**config.mk**
```make
export PLATFORM = sky130hd
export DESIGN_NAME = game_tick_scheduler
export DESIGN_NICKNAME = d
export VERILOG_FILES = /design/src/rtl/game_tick_scheduler.sv
export SDC_FILE = /design/constraint.sdc
export NUM_CORES = 1
export LEC_CHECK = 0
export BUFFER_PORTS_ARGS = -buffer_cell sky130_fd_sc_hd__buf_2
export CAP_MARGIN = 20
export CORE_MARGIN = 3
export CORE_UTILIZATION = 47
export DETAILED_ROUTE_END_ITERATION = 8
export PLACE_DENSITY_LB_ADDON = 0.12
export SKIP_CTS_REPAIR_TIMING = 1
export SLEW_MARGIN = 30
export SYNTH_ARGS = -nofsm -noshare
export SYNTH_HDL_FRONTEND = slang
export SYNTH_SLANG_ARGS = --single-unit
```
**constraint.sdc**
```tcl
create_clock -name clk -period 1.87 [get_ports clk]
set_input_delay 0.374 -clock clk [delete_from_list [all_inputs] [get_ports clk]]
set_output_delay 0.374 -clock clk [all_outputs]
set_load 0.005 [all_outputs]
```
**src/rtl/game_tick_scheduler.sv**
```systemverilog
// Game-rate strobe generator (60 Hz frame tick, two-phase 20 Hz tick, debounce enable)
// plus the IDLE/RUN/OVER game FSM and speed level. Optional PAUSE state: define GAME_TICK_PAUSE_EN.
module game_tick_scheduler #(
    parameter int V_TRIG       = 480,
    parameter int DIV20        = 3,
    parameter int OVER_FRAMES  = 120,
    parameter int SPEED_FRAMES = 600
) (
    input  logic       clk,
    input  logic       rst,
    input  logic [9:0] i_hpos,
    input  logic [9:0] i_vpos,
    input  logic       i_start_pulse,
    input  logic       i_crash,
    input  logic       i_pause,
    output logic       o_tick_60hz,
    output logic [1:0] o_tick_20hz,
    output logic       o_debounce_en,
    output logic       o_obs_tick,
    output logic [1:0] o_state,
    output logic [2:0] o_speed,
    output logic       o_game_over_pulse
);
    localparam int DIV_W  = (DIV20 > 1) ? $clog2(DIV20) : 1;
    localparam int OVER_W = $clog2(OVER_FRAMES + 1);

    localparam logic [DIV_W-1:0]  DIV_LAST   = DIV_W'(DIV20 - 1);
    localparam logic [OVER_W-1:0] OVER_LAST  = OVER_W'(OVER_FRAMES - 1);
    localparam logic [9:0]        SPEED_LAST = 10'(SPEED_FRAMES - 1);

    typedef enum logic [1:0] {
        ST_IDLE  = 2'b00,
        ST_RUN   = 2'b01,
        ST_OVER  = 2'b10,
        ST_PAUSE = 2'b11
    } state_t;

    state_t              state_reg;
    logic                tick_60_reg;
    logic [1:0]          tick_20_reg;
    logic [DIV_W-1:0]    div_cnt_reg;
    logic                vpos5_reg;
    logic                debounce_reg;
    logic                game_over_reg;
    logic [OVER_W-1:0]   over_cnt_reg;
    logic [9:0]          speed_cnt_reg;
    logic [2:0]          speed_reg;
    logic                frame_hit;

    assign frame_hit = (i_vpos == 10'(V_TRIG)) && (i_hpos == 10'd0);

    always_ff @(posedge clk) begin
        if (rst) begin
            state_reg     <= ST_IDLE;
            tick_60_reg   <= 1'b0;
            tick_20_reg   <= 2'b00;
            div_cnt_reg   <= '0;
            vpos5_reg     <= 1'b0;
            debounce_reg  <= 1'b0;
            game_over_reg <= 1'b0;
            over_cnt_reg  <= '0;
            speed_cnt_reg <= '0;
            speed_reg     <= '0;
        end else begin
            tick_60_reg <= frame_hit;

            // Phase 1 trails phase 0 by one cycle; a reset in between kills phase 1.
            tick_20_reg[1] <= tick_20_reg[0];
            tick_20_reg[0] <= 1'b0;
            if (tick_60_reg) begin
                if (div_cnt_reg == DIV_LAST) begin
                    div_cnt_reg    <= '0;
                    tick_20_reg[0] <= 1'b1;
                end else begin
                    div_cnt_reg <= div_cnt_reg + 1'b1;
                end
            end

            vpos5_reg     <= i_vpos[5];
            debounce_reg  <= i_vpos[5] & ~vpos5_reg;
            game_over_reg <= 1'b0;

            case (state_reg)
                ST_IDLE: begin
                    if (i_start_pulse) begin
                        state_reg     <= ST_RUN;
                        speed_reg     <= '0;
                        speed_cnt_reg <= '0;
                    end
                end
                ST_RUN: begin
                    if (i_crash) begin
                        state_reg     <= ST_OVER;
                        game_over_reg <= 1'b1;
                        over_cnt_reg  <= '0;
                    end
`ifdef GAME_TICK_PAUSE_EN
                    else if (i_pause) begin
                        state_reg <= ST_PAUSE;
                    end
`endif
                    else if (tick_60_reg) begin
                        if (speed_cnt_reg == SPEED_LAST) begin
                            speed_cnt_reg <= '0;
                            if (speed_reg != 3'd7) begin
                                speed_reg <= speed_reg + 3'd1;
                            end
                        end else begin
                            speed_cnt_reg <= speed_cnt_reg + 10'd1;
                        end
                    end
                end
                ST_OVER: begin
                    if (i_start_pulse) begin
                        state_reg     <= ST_RUN;
                        speed_reg     <= '0;
                        speed_cnt_reg <= '0;
                    end else if (tick_60_reg) begin
                        if (over_cnt_reg == OVER_LAST) begin
                            state_reg    <= ST_IDLE;
                            over_cnt_reg <= '0;
                        end else begin
                            over_cnt_reg <= over_cnt_reg + 1'b1;
                        end
                    end
                end
                default: begin
`ifdef GAME_TICK_PAUSE_EN
                    // Resume keeps the current speed and speed counter.
                    if (i_pause || i_start_pulse) begin
                        state_reg <= ST_RUN;
                    end
`else
                    state_reg <= ST_IDLE;
`endif
                end
            endcase
        end
    end

    assign o_tick_60hz       = tick_60_reg;
    assign o_tick_20hz       = tick_20_reg;
    assign o_debounce_en     = debounce_reg;
    assign o_obs_tick        = tick_60_reg && (state_reg == ST_RUN);
    assign o_state           = state_reg;
    assign o_speed           = speed_reg;
    assign o_game_over_pulse = game_over_reg;
endmodule

```
Word level (Yosys, flattened, before mapping)
Index checks and enable logic that the tools add are counted.
- multiplexer cells: 25
- eq/ne operators: 18
- bitwise gates (word level): 4
- $add $sub $neg: 4
- reductions and logical operators: 13
- operator list (kind ; number):
    2-to-1 mux 10 bit ; 4
    2-to-1 mux 7 bit ; 4
    one-hot mux 10 bit (2 select lines) ; 1
    inequality test 2 bit (second input constant) ; 8
    2-to-1 mux 3 bit ; 5
    one-hot mux 7 bit (2 select lines) ; 1
    2-to-1 mux 2 bit ; 6
    AND reduction 4 bit ; 3
    adder 10 x 1 -> 10 bit (second input constant) ; 1
    equality test 10 bit (second input constant) ; 1
    equality test 10 x 9 -> 1 bit (second input constant) ; 1
    logical NOT 10 bit ; 1
    inequality test 3 bit (second input constant) ; 3
    adder 7 x 1 -> 7 bit (second input constant) ; 1
    equality test 7 bit (second input constant) ; 1
    one-hot mux 2 bit (3 select lines) ; 1
    one-hot mux 3 bit (2 select lines) ; 1
    AND reduction 6 bit ; 1
    OR reduction 2 bit ; 3
    equality test 2 bit (second input constant) ; 2
    nonzero test 2 bit ; 2
    adder 3 x 1 -> 3 bit (second input constant) ; 1
    NOT 1 bit ; 3
    adder 2 x 1 -> 2 bit (second input constant) ; 1
    6 further kinds ; 8
- bits of input ports: 25
- register bits: 30

Logic depth before layout (Yosys ltp)
Gate-level depths: netlist (run 1).
- word-level depth: 6
- gate-level depth with buffers: 5

Least setup slack after synthesis (run 1)
No wires, ideal clock.
- kind: flip-flop to flip-flop
- start: reg speed_reg[0], in the netlist o_speed[0]
- end: reg speed_reg[0], in the netlist o_speed[0]
- arrival time: 1703 ps
- clock period less this slack: 1773 ps
- stages on the path, launching flop included: 6
- slack: 97 ps
- path through: dfxtp_1 ha_1 ha_1 o41a_1 or4b_1 a21oi_1
- cells in the longest elaborated chain, start to end: 6
- elaborated cells between the ends (all ways): 9
- those cells by class: add/sub: 1; eq/ne: 2; mux: 5; reduce/logical: 1
- ends and longest elaborated chain (what ; RTL line ; RTL):
    from (decl) ; 47 ; logic [2:0] speed_reg;
    from (signal assigned) ; 106 ; speed_reg <= speed_reg + 3'd1;
    adder 3 x 1 -> 3 bit ; 106 ;
    2-to-1 mux 3 bit ; 105 ; if (speed_reg != 3'd7) begin
    2-to-1 mux 3 bit ; 103 ; if (speed_cnt_reg == SPEED_LAST) begin
    2-to-1 mux 3 bit ; 102 ; else if (tick_60_reg) begin
    2-to-1 mux 3 bit ; 92 ; if (i_crash) begin
    one-hot mux 3 bit (2 select lines) ; 83 ; case (state_reg)
Several ways; a longest one is shown, not always the timed one. The select of a mux whose other input is x is not followed.
A chain may end at the register's enable or synchronous reset.

Worst setup path in the final report (run 1)
Same ends and word-level chain as after synthesis.

==> summary by stage, run 1 <==
Run status
The flow ran to the end, and the final reports show no timing, DRC or antenna violations.

Timing
Timing would allow up to 551.8 MHz. The final hold slack is 0.2613 ns. The transition time at the pin with the least slew margin is 0.5083 ns. The max-slew violation total from the final report was 0. Setup repair after global routing could not meet its margin everywhere. In the finished design, the share of the clock period the worst path needs comes to 0.9692. The final critical path time including I/O delays and setup is 1.812 ns. Adding up every negative setup slack in the final design gives 0 ns. The tightest slew margin relative to the limit is 0.6524. The final number of hold-violating endpoints was 0. Setup violations remaining at the end of the flow were counted as 0.

The post-layout worst setup margin is 0.05762 ns. The worst setup skew after layout is 0.01965 ns.

Route
The antenna violation net count after detailed routing is 0. The routed length per instance is 13.55 um. The total length of routed wires is 3211 um. The first detailed-routing pass ran for 4 iterations. The average via count per standard cell is 5.608. The total via count after detailed routing is 1,329. After detailed routing, the number of remaining DRC violations is 0. In this run, the number of DRC markers left after iteration 0 of detailed routing was 69.

Hold path
The worst hold path passes through 3 cells. The launch instance of the worst min-delay path is i_vpos[5]. The endpoint with the worst hold slack is vpos5_reg. In this run the worst hold path is classified as in2reg.

GRT
The pin count of the biggest net entering global routing is 15. The met3 track utilization from global routing is 0.07338. The total routing usage reported by global routing is 0.1954.

The via count of the first global-routing pass is 1,288. met2 is the most crowded layer. The initial antenna violation count is 0. The met1 usage is 0.2139.

In the global route stage, met2 resource usage came out at 0.3369. The first-pass GRT wire length is 5395 um. The total overflow left after global routing is 0.

Place
The final estimated routing congestion in global placement is 0.9016. The final HPWL from detailed placement is 2448 um. Prior to clock tree synthesis, the placed netlist has a worst setup slack of -0.02674 ns.

The number of port buffers is 34.

Synthesis
The share of the Yosys chip area taken by registers is 0.4207. The synthesized design contains 30 register bits. The number of enable-type register cells in the synthesized netlist is 0. A synthesized cell averages 8.979 sq um. Synthesis produced 159 cells. The number of distinct library cells after synthesis is 43. The total number of yosys warnings is 0.

In the synthesized netlist the dominant register cell turns out to be dfxtp_1. Counting flops with an async set or reset pin after synthesis yields a share of 0. The synthesized netlist occupies a cell area of 1428 sq um. The net count after synthesis is 188.

Die
The die height is 61.12 um. The number of rows in the core area is 19. The area of the core is 2829 sq um. The total die area is 3735 sq um. For this configuration, the core starts out at a cell density of 0.5046. The die is 61.12 um wide. 36 I/O pins were placed.

Layout
The library cell used most frequently in the layout, excluding fill and tap cells, is buf_2. At the end of the flow the core is filled with cells to 0.6223. 0 antenna diodes ended up in the layout. Leaving out fill and tap cells, the most frequent cells in the layout are buf_2, dfxtp_1, nor2_1. The number of nets in the layout is 234. The register with the most flip-flops in the layout has 10 of them. The layout overhead on the synthesized area is 23.31%. In the final layout, the share of cells above drive strength 1 is 0.2816.

Power
The post-route total power is 1.205 mW. The leakage power figure is 0.6974 nW. The power density of the placed cells is 684.4 nW/um^2. The maximum VDD drop is 514.1 uV.

Critical path
At the worst endpoint, the required time is 2.16 ns. The critical path crosses 5 cells after its start point. The most frequent cell on the critical path is ha_1.

STA classifies the critical path startpoint as a register. The path depth of the worst reg2reg path is 5. The data arrival at the endpoint of the critical path is 2.10 ns. By startpoint and endpoint, the worst setup path is classified as reg2reg.

The register-to-register path setup slack is 0.06 ns. The critical path goes through ha_1 -> ha_1 -> o41a_1 -> or4b_1 -> a21oi_2. Among all stages on the critical path, the largest delay is contributed by or4b_1. The reg-to-reg endpoint is o_speed[0]. The capturing element type of the critical path is a register.

The maximum fanout along the worst path is 6. Counting both buffers and inverters, the worst setup path holds a total of 0. The origin of the critical flop-to-flop path is o_speed[0].

For this run, the slowest stage of the critical path takes 0.50 ns. The kind of cell adding the most delay to the critical path is compound AO/OA/AOI/OAI gates.

Clocking
CTS placed an instance of clkbuf_4 at the clock tree root. The clock buffer count from CTS is 5. The H-tree was split into 2 levels. The maximum buffer depth of the clock tree is 2. The clock latency at the later pin of the worst-skew pair is 0.35 ns. The clock net in this run drives a total of 30 sinks. Clock-pin slew was measured on the worst setup and hold paths at 0.11 ns. The CTS tree is done.

Job
Max-cap violations in this run came to 0.
per-stage QoR:
step,instances,instance area (sq um)
after floorplan,159,1428
after global placement,229,1684
after detailed placement,229,1684
after CTS,237,1748
after global routing,237,1760
final,237,1760
logic make-up (layout without fill, tap and decap cells):
family          Yosys count  after routing  synth area share
compound gates           33             33            0.1569
xor+xnor                 14             14           0.08589
fa+ha+maj                 4              4           0.03506
buf+inv                   6             53           0.01665
flops                    30             30            0.4207
mux                       1              1          0.007012
simple gates             71             71            0.2778
cells in the mapped netlist, types with 2 or more instances:
master / count / area (sq um)
dfxtp_1: 30 / 600.6
nor2_1: 21 / 78.83
a21oi_1: 11 / 55.05
nand2_1: 11 / 41.29
xnor2_1: 9 / 78.83
nand3_1: 5 / 25.02
nor2b_1: 5 / 31.28
o21ai_0: 5 / 25.02
xor2_1: 5 / 43.79
a211oi_1: 4 / 30.03
ha_1: 4 / 50.05
nand2b_1: 4 / 25.02
nor3_1: 4 / 20.02
inv_1: 3 / 11.26
nand4bb_1: 3 / 33.78
o2111ai_1: 3 / 26.28
a2111oi_0: 2 / 17.52
clkbuf_1: 2 / 7.510
nand4_1: 2 / 12.51
nor4bb_1: 2 / 20.02
or3_1: 2 / 12.51
power by group:
group | switching (mW) | internal [mW]
registers | 0.0121 | 0.652
logic | 0.0599 | 0.0591
clock network | 0.241 | 0.180
total | 0.313 | 0.891
worst max path at each step:
stage | start | to | slack (ns)
6_report | o_speed[0] | o_speed[0] | 0.06
5_1_grt | speed_cnt_reg[1] | o_speed[0] | -0.03
3_5_place_dp | o_speed[0] | o_speed[0] | -0.03
3_3_place_gp | o_speed[0] | o_speed[0] | 0.06
2_1_floorplan | o_speed[0] | o_speed[0] | 0.1
4_1_cts | o_speed[0] | o_speed[0] | -0.06
worst register-to-register path, delay by kind of cell, from the launching register on:
| family | cells | cell delay (ns) |
|---|---|---|
| flops | 1 | 0.36 |
| compound gates | 2 | 0.51 |
| simple gates | 1 | 0.50 |
| fa+ha+maj | 2 | 0.39 |
final cells by class:
cell class	count	area, sq um
Inverter	3	11.26
Multi-Input combinational cell	123	810.8
Timing Repair Buffer	42	230.2
Clock inverter	2	12.51
Fill cell	259	1069
Tap cell	31	38.79
Sequential cell	30	605.6
Clock buffer	6	51.30
metal layers:
| layer | wire (um) | share of wire |
|---|---|---|
| met4 | 73 | 0.023 |
| met1 | 1411 | 0.44 |
| met3 | 123 | 0.038 |
| met2 | 1602 | 0.50 |
| met5 | 0 | 0 |
Note: power is estimated with default switching activity, not from simulation.
==> run 2: changes to the inputs <==
--- a/config.mk
+++ b/config.mk
@@ -8,7 +8,7 @@
 export BUFFER_PORTS_ARGS = -buffer_cell sky130_fd_sc_hd__buf_2
 export CAP_MARGIN = 20
 export CORE_MARGIN = 3
-export CORE_UTILIZATION = 47
+export CORE_UTILIZATION = 52
 export DETAILED_ROUTE_END_ITERATION = 8
 export PLACE_DENSITY_LB_ADDON = 0.12
 export SKIP_CTS_REPAIR_TIMING = 1
==> constraint.sdc (replaced) <==
create_clock -name clk -period 1.9 [get_ports clk]
set_input_delay 0.38 -clock clk [delete_from_list [all_inputs] [get_ports clk]]
set_output_delay 0.38 -clock clk [all_outputs]
set_load 0.005 [all_outputs]
==> summary by stage, run 2 (synthesis results as in run 1) <==
Run status
The flow ran to the end, and the final reports show no timing, DRC or antenna violations.

Clocking
The TritonCTS sink count was 30 (unchanged). The clock latency at the later pin of the worst-skew pair was 0.32 ns (-0.03 ns). The maximum buffer depth of the clock tree is 2 (unchanged).

The clock buffer count from CTS came to 5 (unchanged). The CTS clock-pin slew for the worst setup and hold paths is 0.08 ns (-0.03 ns). TritonCTS built the clock tree. The CTS root buffer is clkbuf_4. The number of H-tree levels is 2 (unchanged).

Hold path
The min-delay analysis places its worst path in the category in2reg. The launch instance of the worst min-delay path is i_vpos[5]. The instance count along the most critical hold path is 3 (unchanged).

Layout
The fraction of layout cells with a size suffix above 1 is 0.2878 (+0.006251). The register area is 606.8 sq um (+0.21%). The layout overhead on the synthesized area is 23.58%. The multi-input combinational cell area is 825.8 sq um (+1.9%). The most common library cell in the layout ignoring fill and taps is buf_2. The number of flip-flops under the largest register name was 10 (unchanged). The filler-free cell count of the finished design was 235 (-0.84%). The antenna diode instance count is 0 (unchanged). The number of filler instances in the final layout came to 207 (-20%). The number of nets in the layout is 233 (-0.43%). In the layout the commonest cells are buf_2, dfxtp_1, nor2_1.

Route
The met1 layer wirelength in the final routing is 1338 um (-5.2%). The total via count after detailed routing is 1,329 (unchanged). The length of routed met3 wiring is 190 um (+54%). The iteration count of the initial detailed-routing pass was 4 (unchanged). The routed length on met2 is 1424 um (-11%). The routed length per instance came to 12.75 um (-5.9%). The average via count per standard cell is 5.655 (+0.85%). The total length of routed wires is 2996 um (-6.7%). The uppermost metal layer occupied by signal nets is met4. The count of routing violations after the opening detailed-route iteration is 78 (+13%). The antenna violation net count after detailed routing came to 0 (unchanged). The DRC violations left came to 0 (unchanged).

Timing
Setup repair after global routing left no endpoint under its margin. The final critical path time including I/O delays and setup is 1.823 ns (+0.01032 ns). The final number of hold-violating endpoints is 0 (unchanged).

The timing-limited maximum frequency is 548.6 MHz (-0.57%). The worst setup skew after layout is 0.01205 ns (-0.007606 ns). The share of the clock period used by the worst path after layout is 0.9593 (-0.009874). The max-slew violation total from the final report came to 0 (unchanged).

The final-report setup violation count is 0 (unchanged). The tightest slew margin relative to the limit is 0.6260 (-0.02639). The transition time at the pin with the least slew margin is 0.5468 ns (+0.03858 ns). The setup TNS after final layout was 0 ns (unchanged).

GRT
The via count of the first global-routing pass is 1,224 (-5.0%). The total routing usage reported by global routing is 0.1886 (-0.006763). The initial antenna violation count came to 0 (unchanged).

The remaining global-route overflow is 0 (unchanged). The pin count of the biggest net entering global routing was 15 (unchanged). The first-pass GRT wire length was 4968 um (-7.9%).

Critical path
On the critical path, the stage with the largest delay is an instance of or4b_1. The data arrival at the endpoint of the critical path was 2.07 ns (-0.03 ns). The path depth of the worst reg2reg path was 5 (unchanged). The setup path with the least slack is of type reg2reg. Walking the worst path, the cells encountered are ha_2 -> ha_1 -> o41a_1 -> or4b_1 -> a21oi_2. The worst setup path is captured at a register. The required time of the critical path is 2.15 ns (about the same). The maximum fanout along the worst path came to 4 (-2). The largest incremental delay on the critical path was 0.55 ns (+0.05 ns). The element type at the critical path start is a register. The startpoint of the most critical setup path is o_speed[0]. The origin of the critical flop-to-flop path is o_speed[0].

Power
The power density of the placed cells was 655.4 nW/um^2 (-4.2%). The maximum VDD drop is 672.0 uV (+31%). The leakage power figure is 0.6937 nW (-0.54%).

Die
The starting density of the core is 0.5610 (+0.05632). The number of rows in the core area is 18 (-1). The count of boundary I/O pins is 36 (unchanged). The width of the die is 58.40 um (-4.5%). The total die area is 3410 sq um (-8.7%).

The die height is 58.40 um (-4.5%). The area of the core came to 2545 sq um (-10%).

Place
The post-placement cell count is 226 (-1.3%). The final HPWL from detailed placement came to 2285 um (-6.7%). The number of port buffers came to 34 (unchanged). The final estimated routing congestion in global placement is 0.8928 (-0.98%).

Job
The count of maximum capacitance violations is 0 (unchanged).
==> run 2: metrics by stage <==
stage	setup slack [ns]	hold WS, ns	instance area (sq um)	total power [mW]	utilization
after floorplan	0.1266	0.3682	1428	0.7240	-
after global placement	0.08560	0.3732	1668	0.7724	0.6554
after detailed placement	0.03471	0.3811	1668	0.7782	0.6554
after CTS	0.006313	0.2918	1728	1.156	0.6790
after global routing	0.02123	0.3000	1764	1.206	0.6932
final	0.07730	0.2998	1764	1.156	0.6932
==> run 2: metal layers <==
layer,up-vias,GRT usage
li1,665,-
met1,613,0.2120
met2,46,0.3317
met3,5,0.05263
met4,0,0.07947
met5,-,0
==> run 2: layout make-up <==
type,instances,share of cell area
Clock buffer,7,0.03121
Clock inverter,1,0.002837
Inverter,3,0.006383
Multi-Input combinational cell,123,0.4681
Sequential cell,30,0.3440
Tap cell,30,0.02128
Timing Repair Buffer,41,0.1262
==> run 2: report_power, final <==
group	switching, mW	internal [mW]	leakage (nW)
Combinational	0.0587	0.0593	0.413
Sequential	0.0122	0.641	0.245
Clock	0.205	0.179	0.0353
==> run 2: path summary, 6_finish.rpt <==
check             slack [ns]       endpoint
setup / recovery        0.08     o_speed[0]
setup reg to reg        0.08     o_speed[0]
hold / removal          0.30      vpos5_reg
hold reg to reg         0.39  o_debounce_en
==> run 2: critical path, delay by kind of cell, from the launching register on <==
family	cells	cell delay, ns
AO/OA/AOI/OAI	2	0.52
adder cells (fa/ha/maj)	2	0.35
flip-flops	1	0.34
AND/OR/NAND/NOR	1	0.55
==> run 3: changes to the inputs <==
--- a/config.mk
+++ b/config.mk
@@ -9,8 +9,9 @@
 export CAP_MARGIN = 20
 export CORE_MARGIN = 3
 export CORE_UTILIZATION = 52
+export CTS_BUF_LIST = sky130_fd_sc_hd__clkbuf_4 sky130_fd_sc_hd__clkbuf_8 sky130_fd_sc_hd__clkbuf_16
 export DETAILED_ROUTE_END_ITERATION = 8
-export PLACE_DENSITY_LB_ADDON = 0.12
+export PLACE_DENSITY = 0.78
 export SKIP_CTS_REPAIR_TIMING = 1
 export SLEW_MARGIN = 30
 export SYNTH_ARGS = -nofsm -noshare
==> summary by stage, run 3 (synthesis results as in run 1) <==
Timing
The timing-limited maximum frequency is 558.0 MHz (+1.7%). The final-report setup violation count is 0 (unchanged). The final critical path time including I/O delays and setup is 1.792 ns (-0.03050 ns). The tightest slew margin relative to the limit is 0.5558 (-0.07025).

The transition time at the pin with the least slew margin is 0.6496 ns (+0.1027 ns). Setup repair after global routing left no endpoint under its margin. The final hold slack is 0.2848 ns (-0.01502 ns). The worst setup skew after layout is 0.003648 ns (-0.008398 ns). The final number of hold-violating endpoints is 0 (unchanged).

The max-slew violation total from the final report was 0 (unchanged). The share of the clock period used by the worst path after layout is 0.9433 (-0.01605). The setup TNS after final layout is 0 ns (unchanged).

Die
The starting density of the core is 0.5610 (unchanged). The number of rows in the core area was 18 (unchanged). The die height is 58.40 um (unchanged). The total die area was 3410 sq um (unchanged). The count of boundary I/O pins was 36 (unchanged).

The area of the core is 2545 sq um (unchanged). The width of the die was 58.40 um (unchanged).

Run status
The flow ran to the end, and the final reports show no timing, DRC or antenna violations.

Layout
The fraction of layout cells with a size suffix above 1 is 0.2598 (-0.02800). The number of flip-flops under the largest register name is 10 (unchanged). The layout overhead on the synthesized area is 22.09%. The filler-free cell count of the finished design came to 234 (-0.43%).

The area of all placed cells without fillers is 1743 sq um (-1.2%). The library cells used most frequently in the layout, excluding fill and tap cells, are buf_2, dfxtp_1, nor2_1. The number of nets in the layout is 233 (unchanged). The number of filler instances in the final layout is 210 (+1.4%). The register area is 603.1 sq um (-0.62%).

The antenna diode instance count was 0 (unchanged). Leaving out fill and tap cells, the most frequent cell in the layout is buf_2. The multi-input combinational cell area is 815.8 sq um (-1.2%).

Critical path
The largest incremental delay on the critical path is 0.49 ns (-0.06 ns). The maximum fanout along the worst path is 6 (+2). The element type at the critical path start is a register.

The required time of the critical path was 2.16 ns (about the same). The count of buffering cells on the critical path with inverters included was 0 (unchanged). The worst register-to-register path begins at speed_cnt_reg[0].

The reg-to-reg endpoint is o_speed[0]. The signal on the critical path passes through ha_4 -> nand3_2 -> o41a_1 -> or4b_1 -> a21oi_1. The data arrival at the endpoint of the critical path is 2.06 ns (about the same).

In this design, the largest share of critical-path delay is due to compound AO/OA/AOI/OAI gates. The path depth of the worst reg2reg path is 5 (unchanged). On the critical path, the stage with the largest delay is an instance of or4b_1. The register-to-register path setup slack was 0.11 ns (+0.03 ns). STA classifies the critical path endpoint as a register. The critical path class is reg2reg.

Route
The average via count per standard cell is 5.726 (+1.3%). The iteration count of the initial detailed-routing pass was 4 (unchanged). The antenna violation net count after detailed routing came to 0 (unchanged). The total via count after detailed routing is 1,340 (+0.83%). The routed length per instance is 13.61 um (+6.7%). The count of routing violations after the opening detailed-route iteration was 64 (-18%). The total length of routed wires is 3184 um (+6.3%). The DRC violations left is 0 (unchanged).

Power
The power density of the placed cells came to 653.7 nW/um^2 (-0.26%). The maximum VDD drop is 568.5 uV (-15%). The post-route total power is 1.139 mW (-1.5%). The leakage power figure came to 0.6900 nW (-0.53%).

Place
The final HPWL from detailed placement is 2434 um (+6.5%). The final estimated routing congestion in global placement is 0.8500 (-4.8%). The post-placement cell count is 227 (+0.44%). The number of port buffers came to 34 (unchanged).

The placed standard-cell area is 1675 sq um (+0.45%).

Clocking
The CTS root buffer is clkbuf_4. The number of H-tree levels was 2 (unchanged). The clock latency at the later pin of the worst-skew pair is 0.33 ns (about the same). The maximum buffer depth of the clock tree was 2 (unchanged).

TritonCTS built the clock tree. The clock buffer count from CTS is 5 (unchanged). The TritonCTS sink count is 30 (unchanged). The CTS clock-pin slew for the worst setup and hold paths is 0.08 ns (about the same).

GRT
The remaining global-route overflow is 0 (unchanged). The initial antenna violation count is 0 (unchanged). The total routing usage reported by global routing is 0.2111 (+0.02244). The pin count of the biggest net entering global routing is 15 (unchanged). The via count of the first global-routing pass is 1,283 (+4.8%). The first-pass GRT wire length came to 5464 um (+10%).

Hold path
The path class of the tightest hold or removal check is in2reg. In this run the most critical hold path is launched from i_vpos[5]. For hold timing, the worst endpoint is vpos5_reg. The instance count along the most critical hold path was 3 (unchanged).

Job
The count of maximum capacitance violations is 0 (unchanged).
[run 3: worst register-to-register path, stage by stage, from the launching register on]
cell,delay [ns]
dfxtp_1,0.37
ha_4,0.16
nand3_2,0.11
o41a_1,0.48
or4b_1,0.49
a21oi_1,0.13
[run 3: stage by stage]
| step | setup WS (ns) | util |
|---|---|---|
| after global routing | 0.004895 | 0.6849 |
| after CTS | 0.02274 | 0.6790 |
| after detailed placement | 0.04604 | 0.6583 |
| final | 0.1078 | 0.6849 |
| after global placement | 0.09433 | 0.6583 |
| after floorplan | 0.1266 | - |
[run 3: worst max path at each step]
| stage | start | end | slack (ns) | cells after the start |
|---|---|---|---|---|
| after global placement | o_speed[0] | o_speed[0] | 0.09 | 5 |
| final | speed_cnt_reg[0] | o_speed[0] | 0.11 | 5 |
| after floorplan | o_speed[0] | o_speed[0] | 0.13 | 5 |
| after detailed placement | o_speed[0] | o_speed[0] | 0.05 | 5 |
| after global routing | speed_cnt_reg[0] | o_speed[0] | 0.005 | 5 |
| after CTS | o_speed[0] | o_speed[0] | 0.02 | 5 |
[run 3: final cells by class]
type | instances | area share
timing repair buffer | 41 | 0.1278
sequential | 30 | 0.3460
clock buffer | 7 | 0.03015
tap | 30 | 0.02154
inverter | 3 | 0.006461
multi-input combinational | 123 | 0.4681
[run 3: report_power, final]
group	internal, mW	switching (mW)
logic	0.0604	0.0585
clock network	0.168	0.200
registers	0.641	0.0125
total	0.869	0.271
[run 3: metal layers]
layer / GRT usage / wire length (um) / vias to the layer above
met4: 0.1159 / 42 / 0
met3: 0.05263 / 237 / 6
li1: - / - / 666
met1: 0.2514 / 1329 / 607
met2: 0.3461 / 1574 / 61
met5: 0 / 0 / -
